[config.mk]
export PLATFORM = sky130hd
export DESIGN_NAME = register32_rr_arbiter
export DESIGN_NICKNAME = d
export VERILOG_FILES = /design/src/rtl/register32_rr_arbiter.sv
export SDC_FILE = /design/constraint.sdc
export NUM_CORES = 1
export LEC_CHECK = 0
export ABC_CLOCK_PERIOD_IN_PS = 2000
export CORE_MARGIN = 4
export CORE_UTILIZATION = 37
export CTS_CLUSTER_DIAMETER = 30
export DETAILED_ROUTE_END_ITERATION = 16
export PLACE_DENSITY = 0.82
export SLEW_MARGIN = 15
export SYNTH_ARGS = -nofsm -noshare
export SYNTH_HDL_FRONTEND = slang
export SYNTH_SLANG_ARGS = --single-unit
[constraint.sdc]
create_clock -name clk -period 2 [get_ports clk]
set_input_delay 0.2 -clock clk [delete_from_list [all_inputs] [get_ports clk]]
set_output_delay 0.2 -clock clk [all_outputs]
set_load 0.1 [all_outputs]
[src/rtl/register32_rr_arbiter.sv]
// register32_rr_arbiter
//   Round-robin write arbiter sharing one WIDTH-bit register among four
//   requesters. One arbitration per IDLE cycle; the winner is acknowledged
//   for one WRITE cycle, at the end of which its data slice is loaded.
//
// Ports
//   clk       rising-edge clock
//   reset_n   synchronous active-low reset
//   req       per-requester write request (bit i = requester i)
//   wdata     packed write data; requester i uses [i*WIDTH +: WIDTH]
//   ack       one-hot acknowledge, high during the winner's WRITE cycle
//   q         shared register contents
//   owner     requester index of the last completed write
//   valid     at least one write has completed since reset
//   busy      FSM is in WRITE
//   wr_count  completed writes since reset, modulo 256
module register32_rr_arbiter #(
  parameter int WIDTH = 32
) (
  input  logic               clk,
  input  logic               reset_n,
  input  logic [3:0]         req,
  input  logic [4*WIDTH-1:0] wdata,
  output logic [3:0]         ack,
  output logic [WIDTH-1:0]   q,
  output logic [1:0]         owner,
  output logic               valid,
  output logic               busy,
  output logic [7:0]         wr_count
);

  typedef enum logic {
    IDLE  = 1'b0,
    WRITE = 1'b1
  } state_t;

  state_t           state, state_n;
  logic [1:0]       ptr, ptr_n;
  logic [1:0]       idx, idx_n;
  logic [3:0]       ack_n;
  logic [WIDTH-1:0] q_n;
  logic [1:0]       owner_n;
  logic             valid_n;
  logic             busy_n;
  logic [7:0]       wr_count_n;

  // Round-robin pick: first requester at or after ptr (mod 4).
  logic       found;
  logic [1:0] win;
  logic [1:0] cand;

  always_comb begin
    found = 1'b0;
    win   = ptr;
    cand  = ptr;
    for (int unsigned k = 0; k < 4; k++) begin
      cand = ptr + k[1:0];
      if (!found && req[cand]) begin
        found = 1'b1;
        win   = cand;
      end
    end
  end

  always_comb begin
    state_n    = state;
    ptr_n      = ptr;
    idx_n      = idx;
    ack_n      = ack;
    q_n        = q;
    owner_n    = owner;
    valid_n    = valid;
    busy_n     = busy;
    wr_count_n = wr_count;

    case (state)
      IDLE: begin
        if (found) begin
          idx_n   = win;
          ack_n   = 4'b0001 << win;
          busy_n  = 1'b1;
          state_n = WRITE;
        end
      end
      WRITE: begin
        // Data is sampled at the edge ending WRITE, not at selection.
        q_n        = wdata[idx*WIDTH +: WIDTH];
        owner_n    = idx;
        valid_n    = 1'b1;
        wr_count_n = wr_count + 8'd1;
        ptr_n      = idx + 2'd1;
        ack_n      = '0;
        busy_n     = 1'b0;
        state_n    = IDLE;
      end
      default: state_n = IDLE;
    endcase
  end

  // Reset takes priority, so a reset on the edge ending WRITE drops the load.
  always_ff @(posedge clk) begin
    if (!reset_n) begin
      state    <= IDLE;
      ptr      <= '0;
      idx      <= '0;
      ack      <= '0;
      q        <= '0;
      owner    <= '0;
      valid    <= 1'b0;
      busy     <= 1'b0;
      wr_count <= '0;
    end else begin
      state    <= state_n;
      ptr      <= ptr_n;
      idx      <= idx_n;
      ack      <= ack_n;
      q        <= q_n;
      owner    <= owner_n;
      valid    <= valid_n;
      busy     <= busy_n;
      wr_count <= wr_count_n;
    end
  end

endmodule
==> results.md, run 1 <==
- Cells after DPL: 513
- Routed via count: 2592
- Pre-CTS WS: 118 ps
- Max-cap violations: 0
- Gpl congestion: 0.753
- Post-Synthesis Cell Area: 2840 um^2
- Initial antenna violation count: 0
- Reg power frac: 37.7%
- Setup crit start: req[0]
- DR iter-0 viols: 29
- H-tree levels: 2
- Full die area: 9150 um^2
- Max clock buf depth: 2
- Area Overhead vs Synth: 65.5%
- Worst EP arrival: 1800 ps
- CP endpoint kind: register
- R2R Path End: q[14]$_SDFFE_PN0P_
- CP Max Fanout: 5
- Vias in the first global route: 2728
- Clock root buffer: clkbuf_8
- Post-Place Cell Area: 4600 um^2
- Ant diodes: 0
- Global route overflow: 0
- Setup bufs post-CTS: 0
- Register-to-Register Path Depth: 4
- Status: completed
- Peak VDD IR: 0.255 mV
- Final hold violations: 0
- Non-filler cells in the finished layout: 521
- First-pass DRT Iterations: 4
- TritonCTS Buffers: 5
- Row count: 31
- Hold WS: 465 ps
- Leading cell type in the layout, fill and taps excluded: clkdlybuf4s50_1
- DIE HEIGHT: 95.6 um
- Worst skew pair latency: 290 ps
- Die Wd: 95.6 um
- HPWL Detailed: 7050 um
- Distinct cells, synth: 37
- Post-cts repair resize count: 0
- Largest net degree at the start of global routing: 45
- Actual slew at the worst max-slew pin: 465 ps
- WHS Endpoint: busy$_SDFFE_PN0P_
- Final setup TNS: 0 ps
- GRT Util Overall: 18.1%
- Finish-stage setup viols: 0
- Clock slew seen by the registers of the worst setup and hold paths: 90 ps
- Worst clock skew: 4.37 ps
- Total Wirelength: 8410 um
- First-pass GRT wire length: 12800 um
- Post-layout min period: 1570 ps
- Synth warn: 0
- CTS tree: built
- Hold path start: busy$_SDFFE_PN0P_
- Antenna-violating nets left: 0
- Cells after Synth: 244
- Power per cell area: 667 nW/um^2
- Syn Nets: 379
- FMAX: 637 MHz
- Yosys reg bits: 53
- Layout Nets: 556
- Fraction of layout cells with a size suffix above 1: 25.1%
- P_leak: 1.85 nW
- Reg2reg start: idx[0]$_SDFFE_PN0P_
- RSZ-0062 raised after global routing: false
- Synth Area per Inst: 11.6 um^2
- Pins Over Slew Limit: 0
- DR DRC count: 0
- Port Buffers: 181
- Yosys top cell by area: dfxtp_1
- Vias per inst: 4.98
- Final instance area: 4700 um^2
- Hold buffers post-CTS: 0
- Worst setup SP type: primary input
- Required @ worst endpoint: 2230 ps
- Most frequent cells in the layout: clkdlybuf4s50_1, buf_4, dfxtp_1
- Clock Sinks: 53
- Final worst slack: 430 ps
- Rel. slew slack: 69.0%
- I/O pin cnt: 182
- Initial Utilization: 38.6%
- CP Class: in -> reg
- P_sw: 1.13 mW
- Tcrit/Tclk final: 78.5%
- Hold Path Depth: 2
- Top cell type's share of synthesized area: 37.3%
- Pint: 2.01 mW
- Worst Hold Class: reg -> reg
- Clock Power Share: 20.1%
- Wire per inst: 16.1 um
- R2r setup slk: 460 ps
- Comb power frac: 42.2%
- Switching share of power: 36.1%
- Synth area leaders: dfxtp_1, mux4_2, mux2i_1, nor2_1, clkbuf_8
- Core area: 7370 um^2
- Post-synthesis sequential area ratio: 37.3%
[worst max path at each step]
| stage | end | slack [ps] |
|---|---|---|
| final | idx[1]$_SDFFE_PN0P_ | 430 |
| after global routing | ack[1]$_SDFFE_PN0P_ | 350 |
| after CTS | q[10]$_SDFFE_PN0P_ | 430 |
| after detailed placement | idx[1]$_SDFFE_PN0P_ | 120 |
| after global placement | idx[1]$_SDFFE_PN0P_ | 180 |
| after floorplan | wr_count[7]$_SDFFE_PN0P_ | 110 |
[area by class of cell]
class,count,area [um^2]
fill,637,2670
timing repair buffer,189,1760
multi-input combinational,167,1630
sequential,53,1060
tap,99,124
clock buffer,7,96.3
inverter,5,18.8
clock inverter,1,5.00
[sequential cells by signal, summed over array words and instances (netlist names)]
signal,flops
q,32
wr_count,8
ack,4
idx,2
owner,2
ptr,2
busy,1
state,1
valid,1
[power groups by stage]
| stage | logic, mW | clock network (mW) | registers, mW |
|---|---|---|---|
| after floorplan | 0.416 | 0 | 1.68 |
| after global placement | 1.32 | 0 | 1.21 |
| after detailed placement | 1.33 | 0 | 1.21 |
| after CTS | 1.34 | 0.661 | 1.19 |
| after global routing | 1.39 | 0.702 | 1.20 |
| final | 1.32 | 0.630 | 1.18 |
[worst max-delay path, cell delays in order]
cell             delay, ps
clkdlybuf4s50_1        480
nor2b_2                190
or4_4                  520
a211o_1                300
a21oi_2                120
[metal layers]
metal  wire length [um]  share of wire, %  vias up  GRT usage, %
met5                  0                 0        -             0
met4                 35              0.42        0          2.84
met3                701               8.3        2          6.31
met2               4780                57       90          34.9
met1               2900                34     1245          19.0
li1                   -                 -     1255             -
[per-stage QoR]
step	power [mW]	utilization, %
finish	3.14	63.8
global route	3.28	63.8
CTS	3.18	63.8
detailed placement	2.54	62.4
global placement	2.52	62.4
floorplan	2.10	-
[cell families after synthesis]
group / Yosys count / share of synthesized area (%)
AO/OA/AOI/OAI: 22 / 5.50
XOR/XNOR: 6 / 1.85
adder cells (fa/ha/maj): 1 / 0.440
buffers and inverters: 24 / 5.28
flip-flops: 53 / 37.3
multiplexers: 68 / 38.0
AND/OR/NAND/NOR: 70 / 11.5
[cells in the mapped netlist (all sizes together)]
| cell | n |
|---|---|
| a211o | 1 |
| nand3 | 4 |
| xnor2 | 2 |
| dfxtp | 53 |
| o2111ai | 1 |
| and3 | 1 |
| and3b | 1 |
| or3 | 3 |
| a21oi | 5 |
| a211oi | 2 |
| o211ai | 1 |
| nor2b | 2 |
| nand4 | 3 |
| and2 | 2 |
| or4 | 1 |
| and2b | 1 |
| nand2 | 4 |
| clkbuf | 8 |
| nor2 | 46 |
| nor4 | 1 |
| mux4 | 32 |
| nor3 | 1 |
| o21ai | 6 |
| mux2i | 36 |
| ha | 1 |
| xor2 | 4 |
| inv | 5 |
| buf | 11 |
| o211a | 1 |
| o31ai | 5 |
Power figures use the tool's default switching activity.
==> run 2, diff against run 1 <==
--- a/config.mk
+++ b/config.mk
@@ -5,12 +5,12 @@
 export SDC_FILE = /design/constraint.sdc
 export NUM_CORES = 1
 export LEC_CHECK = 0
-export ABC_CLOCK_PERIOD_IN_PS = 2000
+export ABC_CLOCK_PERIOD_IN_PS = 1300
 export CORE_MARGIN = 4
-export CORE_UTILIZATION = 37
+export CORE_UTILIZATION = 33
 export CTS_CLUSTER_DIAMETER = 30
 export DETAILED_ROUTE_END_ITERATION = 16
-export PLACE_DENSITY = 0.82
+export PLACE_DENSITY = 0.77
 export SLEW_MARGIN = 15
 export SYNTH_ARGS = -nofsm -noshare
 export SYNTH_HDL_FRONTEND = slang
==> constraint.sdc (replaced) <==
create_clock -name clk -period 1.3 [get_ports clk]
set_input_delay 0.13 -clock clk [delete_from_list [all_inputs] [get_ports clk]]
set_output_delay 0.13 -clock clk [all_outputs]
set_load 0.1 [all_outputs]
==> results.md, run 2 (synthesis results as in run 1) <==
- RSZ-0062 raised after global routing: true
- Post-Place Cell Area: 5350 um^2
- Worst skew pair latency: 300 ps
- P_leak: 2.14 nW
- CTS tree: built
- Hold buffers post-CTS: 0
- Final hold violations: 0
- CP endpoint kind: register
- CP Cell Sequence: buf_12 -> clkbuf_16 -> mux4_2 -> mux2i_1 -> nor2_1
- Register-to-Register Path Depth: 5
- Actual slew at the worst max-slew pin: 386 ps
- Finish-stage setup viols: 36
- Initial Utilization: 34.2%
- Post-layout min period: 1460 ps
- Routed via count: 2710
- Ant diodes: 0
- Peak VDD IR: 0.457 mV
- Rel. slew slack: 74.1%
- Worst Hold Class: in -> reg
- Pins Over Slew Limit: 0
- Status: finished, violations left
- I/O pin cnt: 182
- Vias per inst: 4.95
- GRT Util Overall: 17.4%
- DR iter-0 viols: 46
- Max reg flops: 32
- R2R Path End: q[25]$_SDFFE_PN0P_
- TritonCTS Buffers: 5
- Failing checks: negative setup slack
- First-pass GRT wire length: 13800 um
- Die Wd: 101 um
- CP Max Fanout: 5
- Final instance area: 5620 um^2
- Worst clock skew: 13.9 ps
- Port Buffers: 181
- Gpl congestion: 0.847
- Layout Nets: 576
- Clock Sinks: 53
- HPWL Detailed: 7460 um
- Clock root buffer: clkbuf_8
- Required @ worst endpoint: 1500 ps
- Largest net degree at the start of global routing: 30
- Antenna-violating nets left: 0
- Wire per inst: 16.9 um
- Fraction of layout cells with a size suffix above 1: 31.9%
- Most frequent cells in the layout: clkdlybuf4s50_1, buf_12, nor2_1
- Max clock buf depth: 2
- Worst EP arrival: 1660 ps
- Hold path start: req[0]
- Power per cell area: 929 nW/um^2
- Initial antenna violation count: 0
- Row count: 33
- DR DRC count: 0
- Tcrit/Tclk final: 112%
- CP Class: reg -> reg
- Hold Path Depth: 5
- Core area: 8300 um^2
- Hold WS: 386 ps
- WHS Endpoint: idx[0]$_SDFFE_PN0P_
- Total Wirelength: 9250 um
- First-pass DRT Iterations: 4
- H-tree levels: 2
- Clock slew seen by the registers of the worst setup and hold paths: 100 ps
- Area Overhead vs Synth: 97.7%
- Global route overflow: 0
- Max incr delay on CP: 480 ps
- Worst setup SP type: register
- Full die area: 10200 um^2
- Final worst slack: -160 ps
- Slowest-stage cell, CP: mux4_2
- Regs by FF count: q: 32 flops, wr_count: 8 flops, ack: 4 flops
- Pwr Total: 5.22 mW
- Vias in the first global route: 2878
- Leading cell type in the layout, fill and taps excluded: clkdlybuf4s50_1
- Biggest register: q
- FMAX: 685 MHz
- DIE HEIGHT: 101 um
- Reg2reg start: idx[0]$_SDFFE_PN0P_
- R2r setup slk: -160 ps
- Max-cap violations: 0
## run 2: metal layers
metal / share of wire, % / vias up / GRT usage, %
li1: - / 1296 / -
met4: 1.3 / 0 / 3.83
met1: 35 / 1300 / 17.5
met2: 56 / 104 / 33.9
met3: 7.9 / 10 / 5.95
met5: 0 / - / 0
## run 2: what timing repair did
action | 4_1_cts | 5_1_grt
buffers inserted | 1 | 8
setup endpoints to repair | 38 | 43
gates resized for setup | 6 | 10
gates cloned | 0 | 2
pin swaps | 0 | 6
## run 2: cell type report
| cell class | count | area (um^2) |
|---|---|---|
| Clock buffer | 5 | 68.8 |
| Clock inverter | 3 | 16.3 |
| Fill cell | 567 | 2680 |
| Inverter | 5 | 18.8 |
| Multi-Input combinational cell | 167 | 1680 |
| Sequential cell | 53 | 1100 |
| Tap cell | 105 | 131 |
| Timing Repair Buffer | 209 | 2610 |
## run 2: worst max path at each step
stage | cells after the start | slack, ps | end | start
after floorplan | 5 | -110 | q[13]$_SDFFE_PN0P_ | idx[0]$_SDFFE_PN0P_
after global placement | 5 | -400 | idx[1]$_SDFFE_PN0P_ | req[0]
after detailed placement | 6 | -490 | ack[3]$_SDFFE_PN0P_ | req[0]
after CTS | 4 | -140 | q[3]$_SDFFE_PN0P_ | idx[0]$_SDFFE_PN0P_
after global routing | 4 | -210 | q[3]$_SDFFE_PN0P_ | idx[0]$_SDFFE_PN0P_
final | 5 | -160 | q[25]$_SDFFE_PN0P_ | idx[0]$_SDFFE_PN0P_
## run 2: critical path, delay by kind of cell (launching register included)
family / cells / cell delay [ps]
muxes: 2 / 620
DFF: 1 / 410
buffers and inverters: 2 / 260
and+or+nand+nor: 1 / 60
## run 2: metrics by stage
| step | setup slack, ps | instances | TNS, ps | util, % |
|---|---|---|---|---|
| global placement | -398 | 528 | -5080 | 64.5 |
| finish | -160 | 547 | -3820 | 67.7 |
| floorplan | -106 | 244 | -2570 | - |
| detailed placement | -488 | 528 | -6090 | 64.5 |
| global route | -206 | 547 | -5860 | 67.7 |
| CTS | -143 | 537 | -3460 | 65.9 |
## run 2: report_power, final
group | switching [mW] | total, mW | leakage (nW) | internal, mW
Clock | 0.524 | 0.898 | 0.0482 | 0.374
Combinational | 1.23 | 2.44 | 1.65 | 1.22
Sequential | 0.140 | 1.88 | 0.442 | 1.74
Total | 1.89 | 5.22 | 2.14 | 3.33
==> run 3, diff against run 2 <==
--- a/config.mk
+++ b/config.mk
@@ -6,6 +6,7 @@
 export NUM_CORES = 1
 export LEC_CHECK = 0
 export ABC_CLOCK_PERIOD_IN_PS = 1300
+export CAP_MARGIN = 20
 export CORE_MARGIN = 4
 export CORE_UTILIZATION = 33
 export CTS_CLUSTER_DIAMETER = 30
==> results of run 3 <==
Final layout, timing and power as in run 2 (identical DEF).
